$ cat src/rtl/game_flow_controller.sv
// Game-state sequencer: start, play, hit-flash, game over, win and a timed restart
// that pulses the synchronous game reset for RESTART_CYCLES clocks.
module game_flow_controller #(
  parameter int HIT_FRAMES     = 60,
  parameter int BLINK_FRAMES   = 8,
  parameter int RESTART_CYCLES = 16
) (
  input  logic       clk,
  input  logic       resetN,
  input  logic       startOfFrame,
  input  logic       keyStart,
  input  logic       lost,
  input  logic [1:0] playerHealth,
  input  logic       aliensAllDead,
  output logic [2:0] gameState,
  output logic       playing,
  output logic       playerVisible,
  output logic       showGameOver,
  output logic       showWin,
  output logic       gameResetN
);

  localparam int FW = $clog2(HIT_FRAMES + 1);
  localparam int CW = $clog2(RESTART_CYCLES + 1);

  typedef enum logic [2:0] {
    IDLE      = 3'd0,
    PLAYING   = 3'd1,
    HIT       = 3'd2,
    GAME_OVER = 3'd3,
    WIN       = 3'd4,
    RESTART   = 3'd5
  } state_t;

  state_t          state, stateNext;
  logic [FW-1:0]   frameCnt, frameNext, frameInc;
  logic [CW-1:0]   cycCnt, cycNext;
  logic            visible, visibleNext;
  logic            keyPrev;
  logic [1:0]      healthPrev;
  logic            keyPulse;
  logic            healthDrop;

  assign keyPulse   = keyStart & ~keyPrev;
  assign healthDrop = (playerHealth < healthPrev);
  assign frameInc   = frameCnt + FW'(1);

  always_ff @(posedge clk or negedge resetN) begin
    if (!resetN) begin
      state      <= IDLE;
      frameCnt   <= '0;
      cycCnt     <= '0;
      visible    <= 1'b1;
      keyPrev    <= 1'b0;
      healthPrev <= 2'd3;
    end else begin
      state    <= stateNext;
      frameCnt <= frameNext;
      cycCnt   <= cycNext;
      visible  <= visibleNext;
      keyPrev  <= keyStart;
      // Health refills while the game blocks are held in reset; that must not look like a drop.
      healthPrev <= (state == RESTART) ? 2'd3 : playerHealth;
    end
  end

  always_comb begin
    stateNext   = state;
    frameNext   = frameCnt;
    cycNext     = cycCnt;
    visibleNext = 1'b1;
    case (state)
      IDLE: begin
        if (keyPulse) stateNext = PLAYING;
      end
      PLAYING: begin
        if (lost) begin
          stateNext = GAME_OVER;
        end else if (aliensAllDead) begin
          stateNext = WIN;
        end else if (healthDrop && (playerHealth != 2'd0)) begin
          stateNext   = HIT;
          frameNext   = '0;
          visibleNext = 1'b0;
        end
      end
      HIT: begin
        visibleNext = visible;
        if (lost) begin
          stateNext   = GAME_OVER;
          visibleNext = 1'b1;
        end else if (startOfFrame) begin
          if (frameCnt >= FW'(HIT_FRAMES - 1)) begin
            stateNext   = PLAYING;
            visibleNext = 1'b1;
          end else begin
            frameNext = frameInc;
            // Blink on every BLINK_FRAMES-th frame boundary of the flash.
            if ((frameInc % FW'(BLINK_FRAMES)) == '0) visibleNext = ~visible;
          end
        end
      end
      GAME_OVER, WIN: begin
        if (keyPulse) begin
          stateNext = RESTART;
          cycNext   = '0;
        end
      end
      RESTART: begin
        if (cycCnt >= CW'(RESTART_CYCLES - 1)) stateNext = IDLE;
        else                                   cycNext   = cycCnt + CW'(1);
      end
      default: stateNext = IDLE;
    endcase
  end

  assign gameState     = state;
  assign playing       = (state == PLAYING);
  assign playerVisible = visible;
  assign showGameOver  = (state == GAME_OVER);
  assign showWin       = (state == WIN);
  assign gameResetN    = (state != RESTART);

endmodule

$ cat config.mk
export PLATFORM = sky130hd
export DESIGN_NAME = game_flow_controller
export DESIGN_NICKNAME = d
export VERILOG_FILES = /design/src/rtl/game_flow_controller.sv
export SDC_FILE = /design/constraint.sdc
export NUM_CORES = 1
export LEC_CHECK = 0
export CORE_ASPECT_RATIO = 0.6
export CORE_MARGIN = 2
export CORE_UTILIZATION = 35
export CTS_CLUSTER_DIAMETER = 150
export DETAILED_ROUTE_END_ITERATION = 8
export PLACE_DENSITY = 0.56
export SYNTH_ARGS = -nofsm -noshare
export SYNTH_HDL_FRONTEND = slang
export SYNTH_SLANG_ARGS = --single-unit
export TNS_END_PERCENT = 20
$ cat constraint.sdc
create_clock -name clk -period 3.7 [get_ports clk]
set_input_delay 0.925 -clock clk [delete_from_list [all_inputs] [get_ports clk]]
set_output_delay 0.925 -clock clk [all_outputs]
set_load 0.01 [all_outputs]
# Word level (Yosys, flattened, before mapping)
# Cells that the tools add are included.
[classes] addsub=2 magnitude_cmp=3 n_eq_ne=20 mux=29 bitwise_logic=3 n_reduce_logical=11
[op_table] operator="two-way mux 6 bit" count=6
[op_table] operator="two-way mux 3 bit" count=9
[op_table] operator="!= test 2 bit, second input constant" count=8
[op_table] operator="case mux 3 bit (5 select lines)" count=1
[op_table] operator="case mux 6 bit (2 select lines)" count=1
[op_table] operator="two-way mux 5 bit" count=2
[op_table] operator="case mux 5 bit (2 select lines)" count=1
[op_table] operator="!= test 3 bit, second input constant" count=3
[op_table] operator="two-way mux 1 bit" count=7
[op_table] operator="AND reduction 7 bit" count=1
[op_table] operator="adder 6 x 1 -> 6 bit, second input constant" count=1
[op_table] operator="== test 3 x 2 -> 1 bit, second input constant" count=2
[op_table] operator="== test 3 bit, second input constant" count=2
[op_table] operator="greater-or-equal comparator 6 bit, second input constant" count=1
[op_table] operator="zero test 6 bit" count=1
[op_table] operator="AND reduction 6 bit" count=1
[op_table] operator="nonzero test 2 bit" count=3
[op_table] operator="adder 5 x 1 -> 5 bit, second input constant" count=1
[op_table] operator="greater-or-equal comparator 5 x 4 -> 1 bit, second input constant" count=1
[op_table] operator="!= test 2 x 1 -> 1 bit, second input constant" count=2
[op_table] operator="!= test 4 x 3 -> 1 bit, second input constant" count=1
[op_table] operator="!= test 4 bit, second input constant" count=1
[op_table] operator="== test 3 x 1 -> 1 bit, second input constant" count=1
[op_table] operator="zero test 3 bit" count=1
[op_table] operator="9 further kinds" count=10
[totals] register_bits=18 elab_cells=74

# Depth between registers and ports, before layout
# Gate-level depths: netlist of the first run.
[logic_depth] ltp_word=7 ltp_mapped=8 mapped_depth_nobuf=7

# Worst setup path after synthesis of the first run
# No wires, ideal clock.
[synth_path] path_type="input -> register" from="input port playerHealth[1]" to="register frameCnt[4]" setup_time_ps=104 arrival_ps=2265 slack_ps=1331 cell_stages=5 path_buffers=0 path_cell_list="ha_1 -> a211oi_1 -> o22ai_1 -> or2_4 -> o41ai_2"
[synth_between] elab_chain_len=4
[synth_lines] element="start, declared" line_no="13" source="input logic [1:0] playerHealth,"
[synth_lines] element="less-than comparator 2 bit or nonzero test 2 bit (tied branches)" line_no="45, 81"
[synth_lines] element="logical AND 1 bit (*)" line_no="81" source="end else if (healthDrop && (playerHealth != 2'd0)) begin"
[synth_lines] element="!= test 2 x 1 -> 1 bit (no source line) (*)"
[synth_lines] element="AND reduction 7 bit (no source line) (*)"
[synth_lines] element="end signal, assigned" line_no="58" source="frameCnt <= frameNext;"
[synth_lines] element="end, declared" line_no="36" source="logic [FW-1:0] frameCnt, frameNext, frameInc;"
# Mark *: on every way between the ends. The rest lies on a longest branch, timed or not.
# A chain may end at the register's enable or synchronous reset.

# Worst setup path after layout of the first run
[layout_path] from="register state[0] (netlist: gameState[0])" to="output port playing"
[layout_between] elab_chain_len=1
[layout_lines] element="start, declared" line_no="35" source="state_t state, stateNext;"
[layout_lines] element="start signal, assigned" line_no="57" source="state <= stateNext;"
[layout_lines] element="== test 3 x 1 -> 1 bit" line_no="118" source="assign playing = (state == PLAYING);"
[layout_lines] element="end, declared" line_no="16" source="output logic playing,"
# No other way between the ends.

==> flow_summary.json, run 1 <==
{
  "final-max-slew-violation-count": 0,
  "synth_top_area_share_pct": 33.90,
  "hpwlAfterDp_um": 1718,
  "start_kind": "flop",
  "multi_input_area_sq_um": 594.3,
  "syn-num-nets": 128,
  "cp_max_fo": 12,
  "skew_ps": 3.157,
  "rows": 15,
  "synth_area_sq_um": 1107,
  "worst_setup_path_end_kind": "primary output",
  "period_share_pct": 77.12,
  "p_int_mw": 0.5107,
  "seqPwrFrac_pct": 37.6,
  "die_y_um": 47.57,
  "io_pins": 16,
  "tightest_slew_ps": 839.1,
  "syn2layout_area_growth_pct": 19.77,
  "grt_max_degree": 19,
  "place.gp.congestion": 0.8013,
  "min_period_ps": 2854,
  "synth-main-ff-cell": "dfrtp_1",
  "ir_worst_vdd_uv": 216.5,
  "swShare_pct": 40.01,
  "p_switching_mw": 0.3406,
  "groute.usage.overall_pct": 14.11,
  "route.detailed.drc": 0,
  "yosysSeqAreaShare_pct": 41.02,
  "status": "finished clean",
  "nets": 143,
  "start_util_pct": 37.58,
  "cap_violations": 0,
  "drive_above_1_share_pct": 11.63,
  "power_frac_comb_pct": 45.6,
  "syn_avg_cell_area_sq_um": 9.629,
  "core_sq_um": 2947,
  "p_leak_nw": 0.5870,
  "holdCritPathClass": "reg2reg",
  "cp_data_arrival_time_ps": 1930,
  "place_area_sq_um": 1281,
  "postCtsSetupRepairBufs": 0,
  "num_vias": 902,
  "tns_ps": 0,
  "path_clk_slew_ps": 70,
  "synthArstFlopShare_pct": 100.0,
  "ys_top_cells_by_area": "dfrtp_1 (34%), dfstp_2 (7.1%), ha_1 (5.6%)",
  "cts-htree-levels": 1,
  "synth_warnings": 0,
  "rsz0062_at_grt": "false",
  "holdBufCountCts": 0,
  "cts_sinks": 18,
  "io_buffers": 15,
  "grt_pass1_wl_um": 3870,
  "fmax_mhz": 350.4,
  "gr-total-overflow": 0,
  "cts_tree": "yes",
  "drt-total-wl_um": 2292,
  "slew-limit-headroom_pct": 43.88,
  "dieArea_sq_um": 3645,
  "ctsResizeCount": 0,
  "insertion_delay_ps": 250,
  "drtAntennaViolNets": 0,
  "synth.distinct_cells": 42,
  "synth_edf_count": 0,
  "clockPowerShare_pct": 16.8,
  "syn_inst": 115,
  "vias_per_cell": 5.275,
  "pwr_density_cell_nw_per_um2": 641.9,
  "postLayoutCellArea_sq_um": 1326,
  "grt_pass1_vias": 789,
  "required_ps": 2770,
  "num_antenna_cells": 0,
  "firstDrtPassIters": 4,
  "finalSetupViolCount": 0,
  "cts_buffer_depth": 2,
  "yosys.area.top_type": "dfrtp_1",
  "antenna_found_initial": 0,
  "ys_ff_latch": 18,
  "fill_cells": 279,
  "cts_made_buffers": 3,
  "cts_root_buf": "clkbuf_8",
  "finalHoldViolations": 0,
  "critical_path_class": "reg2out",
  "drt_iter0_markers": 48,
  "seqCellArea_sq_um": 454.2,
  "die-width_um": 76.62,
  "wire_per_inst_um": 13.40
}
[metrics by stage]
step | std cells | util [%] | hold WS [ps] | worst slack, ps | power (mW)
after floorplan | 115 | - | 456.7 | 1331 | 0.5795
after global placement | 167 | 43.48 | 488.5 | 669.0 | 0.7018
after detailed placement | 167 | 43.48 | 503.8 | 620.8 | 0.7102
after CTS | 171 | 45.01 | 513.9 | 848.6 | 0.8588
after global routing | 171 | 45.01 | 541.5 | 763.6 | 0.9211
final | 171 | 45.01 | 513.6 | 846.4 | 0.8514
[cells by family (layout without fill, tap and decap cells)]
| family | Yosys count | in the layout | share of synthesized area [%] |
|---|---|---|---|
| fa+ha+maj | 5 | 5 | 5.650 |
| mux | 1 | 1 | 1.017 |
| buf+inv | 13 | 27 | 5.310 |
| simple gates | 41 | 41 | 22.83 |
| compound gates | 37 | 37 | 24.18 |
| flops | 18 | 18 | 41.02 |
[state kept, by name, indices dropped and copies added (netlist names)]
register	flops
frameCnt	6
cycCnt	5
gameState	3
healthPrev	2
keyPrev	1
playerVisible	1
[critical path: stages (launching register included)]
cell             delay (ps)
dfrtp_1                 560
or3b_1                  510
inv_1                    80
clkdlybuf4s50_1         520
[synth_stat cells, types with 2 or more instances]
| cell | number |
|---|---|
| nand2_1 | 7 |
| o21ai_0 | 10 |
| o21ai_1 | 5 |
| ha_1 | 5 |
| and3b_1 | 2 |
| buf_2 | 2 |
| nand3b_2 | 2 |
| buf_4 | 2 |
| nor2b_1 | 5 |
| dfrtp_1 | 15 |
| nor2_1 | 5 |
| nor4_1 | 2 |
| o31ai_1 | 5 |
| nand3_1 | 5 |
| nand2b_1 | 4 |
| o41ai_2 | 3 |
| a21oi_1 | 2 |
| dfstp_2 | 3 |
| inv_1 | 8 |
[layout by cell type, fill, tap and decap left out, drive strengths merged, types with 2 or more instances in the layout]
| cell | count |
|---|---|
| nand3b | 2 |
| nand2b | 4 |
| dfrtp | 15 |
| inv | 8 |
| o21ai | 16 |
| nand2 | 7 |
| o41ai | 3 |
| ha | 5 |
| nor4 | 2 |
| clkdlybuf4s50 | 15 |
| o31ai | 5 |
| and3b | 2 |
| or3b | 2 |
| nand3 | 5 |
| clkbuf | 4 |
| nor2b | 5 |
| a21oi | 3 |
| nor2 | 5 |
| dfstp | 3 |
[power by group through the flow]
stage / clock (mW) / sequential [mW] / combinational (mW)
after floorplan: 0 / 0.300 / 0.280
after global placement: 0 / 0.322 / 0.380
after detailed placement: 0 / 0.322 / 0.388
after CTS: 0.151 / 0.319 / 0.389
after global routing: 0.156 / 0.331 / 0.435
final: 0.143 / 0.320 / 0.388
[layer usage]
| metal | vias to the layer above | global-route usage, % | share of wire (%) |
|---|---|---|---|
| met2 | 20 | 20.53 | 42 |
| met4 | 0 | 4.364 | 0 |
| met5 | - | 0 | 0 |
| met3 | 0 | 4.340 | 3.9 |
| li1 | 449 | - | - |
| met1 | 433 | 20.35 | 54 |
[path summary, 6_finish.rpt]
path	startpoint	to	slack [ps]	cells past startpoint
min in group asynchronous	resetN	frameCnt[1]$_DFFE_PN0P_	1150	1
max	gameState[0]$_DFFE_PN0P_	playing	850	3
min reg2reg	cycCnt[3]$_DFFE_PN0P_	cycCnt[3]$_DFFE_PN0P_	510	1
min	cycCnt[3]$_DFFE_PN0P_	cycCnt[3]$_DFFE_PN0P_	510	1
max in group asynchronous	resetN	frameCnt[4]$_DFFE_PN0P_	2030	1
max reg2reg	cycCnt[0]$_DFFE_PN0P_	gameState[1]$_DFFE_PN0P_	1260	7
[cell type report]
cell class | count | share of cell area [%]
multi-input cells | 84 | 44.81
flip-flops and latches | 18 | 34.25
repair buffers | 15 | 11.32
well taps | 42 | 3.962
clock buffers | 4 | 3.396
inverters | 8 | 2.264
Note: power is estimated with default switching activity, not from simulation.
==> run 2: changes to the inputs <==
==> constraint.sdc (replaced) <==
create_clock -name clk -period 2.75 [get_ports clk]
set_input_delay 0.6875 -clock clk [delete_from_list [all_inputs] [get_ports clk]]
set_output_delay 0.6875 -clock clk [all_outputs]
set_load 0.01 [all_outputs]
==> flow_summary.json, run 2 (same netlist as run 1, synthesis figures left out) <==
{
  "rr_worst_depth": 7,
  "start_kind": "input pin",
  "pwr_density_cell_nw_per_um2": 885.8,
  "fin_ws_ps": 254.4,
  "final-max-slew-violation-count": 0,
  "fmax_mhz": 400.7,
  "start_util_pct": 37.58,
  "dieArea_sq_um": 3645,
  "grt_pass1_vias": 795,
  "cts_tree": "yes",
  "ir_worst_vdd_uv": 301.8,
  "cts-htree-levels": 1,
  "gr-total-overflow": 0,
  "cts_sinks": 18,
  "required_ps": 2910,
  "core_sq_um": 2947,
  "p_leak_nw": 0.6221,
  "drive_above_1_share_pct": 16.30,
  "cp_max_fo": 8,
  "place.gp.congestion": 0.8420,
  "grt_use_met3_pct": 4.906,
  "power_mw": 1.224,
  "holdPathStages": 1,
  "grt_pass1_wl_um": 4008,
  "hpwlAfterDp_um": 1772,
  "drtAntennaViolNets": 0,
  "postCtsSetupRepairBufs": 0,
  "cts_root_buf": "clkbuf_8",
  "regToRegEndpoint": "gameState[1]$_DFFE_PN0P_",
  "min_period_ps": 2496,
  "rows": 15,
  "cts_buffer_depth": 2,
  "critical_path_class": "in2reg",
  "grt.busiest_layer": "met2",
  "drt_iter0_markers": 72,
  "io_pins": 16,
  "groute.usage.overall_pct": 14.54,
  "min_to": "cycCnt[3]$_DFFE_PN0P_",
  "vias_per_cell": 5.282,
  "r2r_slack_ps": 320,
  "r2r-start": "cycCnt[0]$_DFFE_PN0P_",
  "finalHoldViolations": 0,
  "wire_per_inst_um": 13.63,
  "io_buffers": 15,
  "cap_violations": 0,
  "die_y_um": 47.57,
  "cts_made_buffers": 3,
  "tightest_slew_ps": 692.1,
  "skew_ps": 1.702,
  "holdCritPathClass": "reg2reg",
  "dpl.cell_count": 173,
  "syn2layout_area_growth_pct": 24.75,
  "grtUsageMet1_pct": 20.39,
  "finalSetupViolCount": 0,
  "min_from": "cycCnt[3]$_DFFE_PN0P_",
  "cp_data_arrival_time_ps": 2650,
  "nets": 149,
  "grt_max_degree": 19,
  "preCtsSetupSlack_ps": -6.893,
  "largest_reg_flops": 6,
  "worst_setup_path_end_kind": "flop",
  "slew-limit-headroom_pct": 53.86,
  "num_antenna_cells": 0,
  "path_clk_slew_ps": 70,
  "drt-total-wl_um": 2412,
  "route.detailed.drc": 0,
  "status": "finished clean",
  "insertion_delay_ps": 250,
  "ctsResizeCount": 0,
  "holdBufCountCts": 0,
  "place_area_sq_um": 1326,
  "postLayoutCellArea_sq_um": 1381,
  "period_share_pct": 90.75,
  "num_vias": 935,
  "fin_cells": 177,
  "grt_use_met2_pct": 21.59,
  "layout_common_cells": "dfrtp_1 (15), clkdlybuf4s50_1 (15), o21ai_0 (10), inv_1 (8), nand2_1 (7)",
  "top_register": "frameCnt",
  "rsz0062_at_grt": "false",
  "die-width_um": 76.62,
  "antenna_found_initial": 0,
  "firstDrtPassIters": 5
}
## run 2: stage by stage
step / util [%] / setup TNS, ps / hold slack [ps]
after floorplan: - / 0 / 391.9
after global placement: 45.01 / 0 / 486.6
after detailed placement: 45.01 / -6.893 / 507.2
after CTS: 46.88 / 0 / 518.7
after global routing: 46.88 / 0 / 523.7
final: 46.88 / 0 / 510.4
## run 2: final cells by class
cell class	count	area, sq um
well taps	42	52.55
repair buffers	21	195.2
fillers	283	1565
clock buffers	4	55.05
flip-flops and latches	18	454.2
inverters	8	30.03
multi-input cells	84	594.3
## run 2: worst max-delay path by stage
| stage | start | end | slack, ps | cells past startpoint |
|---|---|---|---|---|
| floorplan | cycCnt[0]$_DFFE_PN0P_ | gameState[1]$_DFFE_PN0P_ | 480 | 8 |
| global placement | playerHealth[1] | frameCnt[4]$_DFFE_PN0P_ | 70 | 6 |
| detailed placement | playerHealth[1] | frameCnt[4]$_DFFE_PN0P_ | -7 | 6 |
| CTS | playerHealth[1] | frameCnt[4]$_DFFE_PN0P_ | 250 | 6 |
| global route | playerHealth[1] | frameCnt[3]$_DFFE_PN0P_ | 120 | 6 |
| finish | playerHealth[1] | frameCnt[4]$_DFFE_PN0P_ | 250 | 6 |
## run 2: layer usage
layer  vias to the layer above  routed length [um]
met2                        20                1025
met4                         0                  20
met5                         -                   0
met1                       448                1243
li1                        465                   -
met3                         2                 123
## run 2: where the power goes
group / switching [mW] / internal [mW]
logic: 0.337 / 0.285
clock network: 0.0908 / 0.127
registers: 0.0447 / 0.339
## run 2: critical path: stages
cell	delay (ps)
clkdlybuf4s50_1	440
ha_1	300
a211oi_1	300
o22ai_1	310
or2_4	350
o41ai_2	270
